**src/rtl/dms_pfd.sv**
```systemverilog
// rtl/dms_pfd.sv - clocked tri-state phase-frequency detector with anti-deadzone overlap,
// signed pulse-width error, saturation flag and lock detection.
module dms_pfd #(
   parameter int DEADZONE_CYC  = 2,
   parameter int MAX_PULSE_CYC = 255,
   parameter int CNT_W         = 8,
   parameter int LOCK_N        = 4,
   parameter int LOCK_TOL      = 1
) (
   input  logic             clk,
   input  logic             rst_n,
   input  logic             enable,
   input  logic             ref_in,
   input  logic             fb_in,
   output logic             up,
   output logic             down,
   output logic [CNT_W:0]   err_o,
   output logic             err_valid,
   output logic             sat_o,
   output logic             lock_o
);

   localparam int LCK_W = (LOCK_N < 2) ? 1 : $clog2(LOCK_N + 1);

   typedef enum logic [1:0] {
      ST_IDLE = 2'd0,
      ST_UP   = 2'd1,
      ST_DOWN = 2'd2,
      ST_BOTH = 2'd3
   } state_t;

   state_t            state_q, state_d;
   logic [2:0]        ref_sync_q, ref_sync_d;
   logic [2:0]        fb_sync_q, fb_sync_d;
   logic [CNT_W-1:0]  cnt_q, cnt_d;
   logic [CNT_W:0]    err_q, err_d;
   logic              err_valid_q, err_valid_d;
   logic              sat_q, sat_d;
   logic [LCK_W-1:0]  lock_cnt_q, lock_cnt_d;
   logic              lock_q, lock_d;
   logic              up_q, up_d;
   logic              down_q, down_d;

   logic              ref_rise, fb_rise;
   logic [CNT_W:0]    cnt_pos, cnt_neg, max_pos, max_neg, err_abs;

   assign ref_rise = ref_sync_q[1] & ~ref_sync_q[2];
   assign fb_rise  = fb_sync_q[1] & ~fb_sync_q[2];

   assign cnt_pos = {1'b0, cnt_q};
   assign cnt_neg = ~cnt_pos + {{CNT_W{1'b0}}, 1'b1};
   assign max_pos = {1'b0, CNT_W'(MAX_PULSE_CYC)};
   assign max_neg = ~max_pos + {{CNT_W{1'b0}}, 1'b1};
   assign err_abs = err_q[CNT_W] ? (~err_q + {{CNT_W{1'b0}}, 1'b1}) : err_q;

   always_comb begin
      // Synchronizers free-run regardless of enable so no stale edge appears on re-enable
      ref_sync_d  = {ref_sync_q[1:0], ref_in};
      fb_sync_d   = {fb_sync_q[1:0], fb_in};
      state_d     = state_q;
      cnt_d       = cnt_q;
      err_d       = err_q;
      err_valid_d = 1'b0;
      sat_d       = 1'b0;
      lock_cnt_d  = lock_cnt_q;

      case (state_q)
         ST_IDLE: begin
            if (ref_rise && fb_rise) begin
               state_d     = ST_BOTH;
               cnt_d       = CNT_W'(1);
               err_d       = '0;
               err_valid_d = 1'b1;
            end else if (ref_rise) begin
               state_d = ST_UP;
               cnt_d   = CNT_W'(1);
            end else if (fb_rise) begin
               state_d = ST_DOWN;
               cnt_d   = CNT_W'(1);
            end
         end
         ST_UP: begin
            if (fb_rise) begin
               state_d     = ST_BOTH;
               cnt_d       = CNT_W'(1);
               err_d       = cnt_pos;
               err_valid_d = 1'b1;
            end else if (cnt_q == CNT_W'(MAX_PULSE_CYC)) begin
               state_d     = ST_IDLE;
               cnt_d       = '0;
               err_d       = max_pos;
               err_valid_d = 1'b1;
               sat_d       = 1'b1;
            end else begin
               cnt_d = cnt_q + CNT_W'(1);
            end
         end
         ST_DOWN: begin
            if (ref_rise) begin
               state_d     = ST_BOTH;
               cnt_d       = CNT_W'(1);
               err_d       = cnt_neg;
               err_valid_d = 1'b1;
            end else if (cnt_q == CNT_W'(MAX_PULSE_CYC)) begin
               state_d     = ST_IDLE;
               cnt_d       = '0;
               err_d       = max_neg;
               err_valid_d = 1'b1;
               sat_d       = 1'b1;
            end else begin
               cnt_d = cnt_q + CNT_W'(1);
            end
         end
         ST_BOTH: begin
            // cnt counts overlap cycles here; the pulse width was already captured in err
            if (cnt_q >= CNT_W'(DEADZONE_CYC)) begin
               state_d = ST_IDLE;
               cnt_d   = '0;
            end else begin
               cnt_d = cnt_q + CNT_W'(1);
            end
         end
         default: begin
            state_d = ST_IDLE;
            cnt_d   = '0;
         end
      endcase

      if (err_valid_q) begin
         if (err_abs <= (CNT_W+1)'(LOCK_TOL)) begin
            if (lock_cnt_q < LCK_W'(LOCK_N)) begin
               lock_cnt_d = lock_cnt_q + LCK_W'(1);
            end
         end else begin
            lock_cnt_d = '0;
         end
      end
      if (sat_q) begin
         lock_cnt_d = '0;
      end

      if (!enable) begin
         state_d     = ST_IDLE;
         cnt_d       = '0;
         err_d       = err_q;
         err_valid_d = 1'b0;
         sat_d       = 1'b0;
         lock_cnt_d  = '0;
      end

      lock_d = (lock_cnt_d == LCK_W'(LOCK_N));
      up_d   = enable && (state_q == ST_UP || state_q == ST_BOTH);
      down_d = enable && (state_q == ST_DOWN || state_q == ST_BOTH);
   end

   always_ff @(posedge clk) begin
      if (!rst_n) begin
         state_q     <= ST_IDLE;
         ref_sync_q  <= '0;
         fb_sync_q   <= '0;
         cnt_q       <= '0;
         err_q       <= '0;
         err_valid_q <= 1'b0;
         sat_q       <= 1'b0;
         lock_cnt_q  <= '0;
         lock_q      <= 1'b0;
         up_q        <= 1'b0;
         down_q      <= 1'b0;
      end else begin
         state_q     <= state_d;
         ref_sync_q  <= ref_sync_d;
         fb_sync_q   <= fb_sync_d;
         cnt_q       <= cnt_d;
         err_q       <= err_d;
         err_valid_q <= err_valid_d;
         sat_q       <= sat_d;
         lock_cnt_q  <= lock_cnt_d;
         lock_q      <= lock_d;
         up_q        <= up_d;
         down_q      <= down_d;
      end
   end

   assign up        = up_q;
   assign down      = down_q;
   assign err_o     = err_q;
   assign err_valid = err_valid_q;
   assign sat_o     = sat_q;
   assign lock_o    = lock_q;

endmodule

```
**config.mk**
```make
export PLATFORM = sky130hd
export DESIGN_NAME = dms_pfd
export DESIGN_NICKNAME = d
export VERILOG_FILES = /design/src/rtl/dms_pfd.sv
export SDC_FILE = /design/constraint.sdc
export NUM_CORES = 1
export LEC_CHECK = 0
export BUFFER_PORTS_ARGS = -buffer_cell sky130_fd_sc_hd__buf_2
export CAP_MARGIN = 30
export CORE_MARGIN = 4
export CORE_UTILIZATION = 59
export CTS_BUF_LIST = sky130_fd_sc_hd__clkbuf_4 sky130_fd_sc_hd__clkbuf_8 sky130_fd_sc_hd__clkbuf_16
export DETAILED_ROUTE_END_ITERATION = 10
export PLACE_DENSITY_LB_ADDON = 0.25
export SLEW_MARGIN = 20
export SYNTH_ARGS = -nofsm -noshare
export SYNTH_HDL_FRONTEND = slang
export SYNTH_SLANG_ARGS = --single-unit
```
**constraint.sdc**
```tcl
create_clock -name clk -period 2.24 [get_ports clk]
set_clock_uncertainty 0.1 [all_clocks]
set_input_delay 0 -clock clk [delete_from_list [all_inputs] [get_ports clk]]
set_output_delay 0 -clock clk [all_outputs]
set_load 0.02 [all_outputs]
```
# Yosys cells after proc, flatten, opt, wreduce, memory -nomap -nowiden
# Cells that the tools add are included.
word_totals:
  register_bits: 33
  input_bits: 5
  out_inout_bits: 14
  elab_cells: 80
classes:
  addsub: 4
  order_cmp: 3
  n_eq_ne: 10
  muxes: 36
  bitwise_logic: 6
  n_reduce_logical: 10
ops:
  columns: ["op", "n"]
  rows:
  - ["8-bit two-way mux", 7]
  - ["9-bit two-way mux", 6]
  - ["8-bit case mux with 4 select lines", 1]
  - ["9-bit case mux with 3 select lines", 1]
  - ["9-bit by 1-bit adder with 9-bit output, second input constant", 2]
  - ["3-bit two-way mux", 5]
  - ["2-bit two-way mux", 7]
  - ["9-bit by 1-bit <= comparator with 1-bit output, second input constant", 1]
  - ["8-bit inverter with 9-bit output", 1]
  - ["9-bit inverter", 1]
  - ["8-bit by 1-bit adder with 8-bit output, second input constant", 1]
  - ["8-bit == test, second input constant", 1]
  - ["8-bit by 2-bit greater-or-equal comparator with 1-bit output, second input constant", 1]
  - ["2-bit case mux with 4 select lines", 1]
  - ["1-bit two-way mux", 6]
  - ["3-bit inequality test, second input constant", 2]
  - ["5-bit AND reduction", 1]
  - ["2-bit == test, second input constant", 2]
  - ["2-bit inequality test, second input constant", 2]
  - ["4-bit inequality test, second input constant", 1]
  - ["2-bit AND reduction", 2]
  - ["3-bit by 1-bit adder with 3-bit output, second input constant", 1]
  - ["3-bit == test, second input constant", 1]
  - ["1-bit logical AND", 3]
  - ["other kinds (9)", 12]

# Longest topological paths before layout
logic_depth:
  word_depth: 9
  ltp_mapped: 9
  mapped_depth_nobuf: 7

# Worst setup path before layout
# Ideal clock, no wire load.
synth_timing:
  path_type: "flip-flop to flip-flop"
  startpoint: "reg state_q[0]"
  endpoint: "reg err_q[2] (netlist: err_o[2])"
  setup_ns: 0.123
  arrival_time_ns: 1.647
  required_time_ns: 2.017
  setup_slack_ns: 0.370
  path_stages_with_launch: 10
  path_buffers: 2
  period_less_slack_ns: 1.870
  path_cell_list: "dfxtp_1 > inv_1 > ha_1 > buf_6 > and3b_1 > clkbuf_1 > a21o_1 > a211o_1 > nand3_1 > a21boi_0"
synth_between:
  elab_chain_len: 3
  word_cells_on_any_way: 9
  classes_between: "5 x eq/ne; 1 x mux; 3 x reduce/logical"
synth_lines:
  columns: ["item", "line", "rtl"]
  rows:
  - ["from (decl)", "32", "state_t state_q, state_d;"]
  - ["from (signal assigned)", "170", "state_q <= state_d;"]
  - ["2-bit by 1-bit == test with 1-bit output, or another cell as far along", "67", "case (state_q)"]
  - ["3-bit inequality test (no line), or another cell as far along", null, null]
  - ["5-bit AND reduction (no line)", null, null]
  - ["to (signal assigned)", "174", "err_q <= err_d;"]
  - ["to (decl)", "36", "logic [CNT_W:0] err_q, err_d;"]
# Parallel ways exist; a longest one is shown, timed or not.
# A chain may end at the register's enable or synchronous reset.

# Final worst setup path
layout_timing:
  startpoint: "reg state_q[0]"
  endpoint: "reg err_q[7] (netlist: err_o[7])"
# The elaborated chain is that of the path after synthesis.

==> summary.md <==
| Metric | Value |
|---|---|
| Status | `finished, final reports clean` |
| Clk slew on worst S/H paths | `0.10 ns` |
| Switching power | `320 uW` |
| Main area contributors after synthesis | `dfxtp_1 33%, ha_1 6.3%, nand2_1 4.3%` |
| Commonest non-fill, non-tap cell in the layout | `dfxtp_1` |
| Fin crit period | `2.07 ns` |
| Synth Cell Area | `1990 sq um` |
| Synth Flop Type | `dfxtp_1` |
| Layout fillers | `233` |
| Synth top area share | `33.3%` |
| Class of the worst hold path | `flop to flop` |
| RSZ-0062 raised after global routing | `no` |
| Max-Cap Viols | `0` |
| Gr usage total | `22.9%` |
| Clock Sinks | `33` |
| Gpl congestion | `0.922` |
| Detail Placement HPWL | `3190 um` |
| Clock Latency Late Sink | `0.34 ns` |
| Slew Limit Fails | `0` |
| Crit share post-route | `92.5%` |
| #FFs+latches synth | `33` |
| Starting density of the core | `63.5%` |
| Worst slew pin tran | `0.477 ns` |
| Asr flop ratio synth | `0%` |
| Leak | `0.869 nW` |
| Worst Hold Path Cells | `1` |
| Setup slack, reg-to-reg | `0.17 ns` |
| Die Area | `4360 sq um` |
| Most frequent cells in the layout | `33 x dfxtp_1, 23 x nand2_1, 18 x buf_2, 14 x nor2_1, 12 x nand3_1` |
| Switching part of the total | `25.4%` |
| Pwr dens | `561 nW/um^2` |
| Count of final hold-check violations | `0` |
| Synth warn | `0` |
| Drt drc | `0` |
| DRT iter0 DRCs | `182` |
| Internal | `939 uW` |
| Die span in y | `66.0 um` |
| CTS Buf Count | `5` |
| Antenna violations before repair | `0` |
| Sequential-to-total area share from yosys stat | `33.3%` |
| Synthesized Nets | `248` |
| Post-Synthesis Cells | `233` |
| N_diodes | `0` |
| Design Area, Final | `2240 sq um` |
| Max VDD drop | `464 uV` |
| CTS Buffer Depth | `2` |
| CP Data Arrival Time | `2.26 ns` |
| Die Width | `66.0 um` |
| # resized after CTS | `0` |
| DR vias/cell | `6.07` |
| Cell variety after synth | `56` |
| Logic pwr share | `14.0%` |
| Crit Path Category | `flop to flop` |
| Clk root buf | `clkbuf_4` |
| I/O Buffers | `18` |
| Max-slew headroom | `68.2%` |
| Post-CTS setup buffer count | `0` |
| Htree depth | `2` |
| Final setup viols | `0` |
| CP required | `2.43 ns` |
| Post-synth EDFFs | `0` |
| Setup TNS | `0 ns` |
| I/O pins | `19` |
| Vias in the first global route | `1,646` |
| # nets final | `272` |
| Row cnt | `20` |
| TritonRoute pass-1 iters | `5` |
| DR WL/cell | `14.9 um` |
| Share of layout cells above drive strength 1 | `17.4%` |
| DRT antenna net count | `0` |
| Largest net degree at the start of global routing | `19` |
| Synthesized area per cell | `8.52 sq um` |
| Register-to-Register Path Depth | `7` |
| Cell taking the most area after synthesis | `dfxtp_1` |
| Max Clk Rate | `482 MHz` |
| Clock network fraction of design power | `38.1%` |
| Routed WL | `4490 um` |
| Crit-path max FO | `9` |
| DR vias | `1,834` |
| Area Overhead vs Synth | `13.0%` |
| Placed Area | `2090 sq um` |
| CTS tree | `built` |
| CP Launch Type | `flop` |
| First-pass GRT wire length | `7710 um` |
| CP endpoint kind | `flop` |
| Core area | `3130 sq um` |
| Grt total ovfl | `0` |
| Seq pwr share | `47.9%` |
-- metrics by stage --
stage	setup WS, ns	hold slack [ns]	util [%]	cells	power, mW
final	0.167	0.342	71.8	302	1.26
after global routing	0.000994	0.366	71.8	302	1.31
after CTS	0.215	0.346	71.8	302	1.26
after detailed placement	0.246	0.111	66.7	287	0.779
after global placement	0.288	0.107	66.7	287	0.779
after floorplan	0.370	0.0273	-	233	0.743
-- repair_timing --
action / CTS / global route
endpoints found under the setup margin: 0 / 0
hold endpoints to repair: 15 / 0
hold buffers: 7 / 0
-- worst max-delay path, cell delays in order (launching register included) --
cell	delay, ns
dfxtp_1	0.35
inv_1	0.12
ha_1	0.33
nand3b_1	0.35
nor4_1	0.37
o21ai_0	0.11
o311ai_0	0.12
a32o_1	0.17
-- power by group through the flow --
stage / clock network, mW / registers [mW] / logic [mW]
6_report: 0.480 / 0.603 / 0.176
3_5_place_dp: 0 / 0.616 / 0.162
4_1_cts: 0.488 / 0.603 / 0.172
5_1_grt: 0.517 / 0.605 / 0.193
3_3_place_gp: 0 / 0.616 / 0.163
2_1_floorplan: 0 / 0.616 / 0.127
-- layer usage --
metal	GRT usage [%]	wire, um	vias to the layer above
met5	0	0	-
met2	35.9	2130	66
met1	30.6	2030	842
met3	5.10	273	7
li1	-	-	919
met4	8.38	63	0
-- state kept, by name, indices dropped and copies added, names as in the netlist, 2 cells and up --
register,flops
cnt_q,8
err_o,9
fb_sync_q,3
lock_cnt_q,3
ref_sync_q,3
state_q,2
-- synthesized netlist by cell type (2+ instances only) --
| cell type | instances |
|---|---|
| nand4_1 | 6 |
| a21oi_1 | 8 |
| o311ai_1 | 2 |
| and3_1 | 2 |
| inv_1 | 9 |
| buf_6 | 2 |
| nand2b_2 | 2 |
| nand2_1 | 23 |
| nand3_1 | 12 |
| and2_1 | 9 |
| nor4_1 | 5 |
| a21boi_1 | 3 |
| clkbuf_1 | 7 |
| o21a_1 | 3 |
| dfxtp_1 | 33 |
| a32o_1 | 3 |
| o21ai_0 | 10 |
| o21ai_1 | 2 |
| ha_1 | 10 |
| a21boi_0 | 4 |
| nor2b_1 | 7 |
| a31oi_1 | 4 |
| or2_2 | 2 |
| nor3_1 | 10 |
| nor2_1 | 14 |
| o311ai_0 | 5 |
| a211oi_1 | 4 |
| nand3b_1 | 2 |
| o211ai_1 | 3 |
-- kinds of logic after synthesis --
group	after synthesis	share of synthesized area, %
flip-flops	33	33.3
AO/OA/AOI/OAI	61	23.2
AND/OR/NAND/NOR	106	30.8
multiplexers	1	0.504
adder cells (fa/ha/maj)	10	6.30
buffers and inverters	21	5.48
XOR/XNOR	1	0.441
-- worst paths after layout --
kind / to / from
max: err_o[7] / state_q[0]
min: ref_sync_q[1] / ref_sync_q[0]
max reg2reg: err_o[7] / state_q[0]
min reg2reg: ref_sync_q[1] / ref_sync_q[0]
-- layout make-up --
class                      instances  area (sq um)  area share, %
sequential                        33           661           29.4
timing repair buffer              29           190           8.47
clock buffer                       7          58.8           2.62
multi-input combinational        179          1220           54.2
tap                               44          55.1           2.45
inverter                           9          33.8           1.51
clock inverter                     1          30.0           1.34
Note: power is estimated with default switching activity, not from simulation.
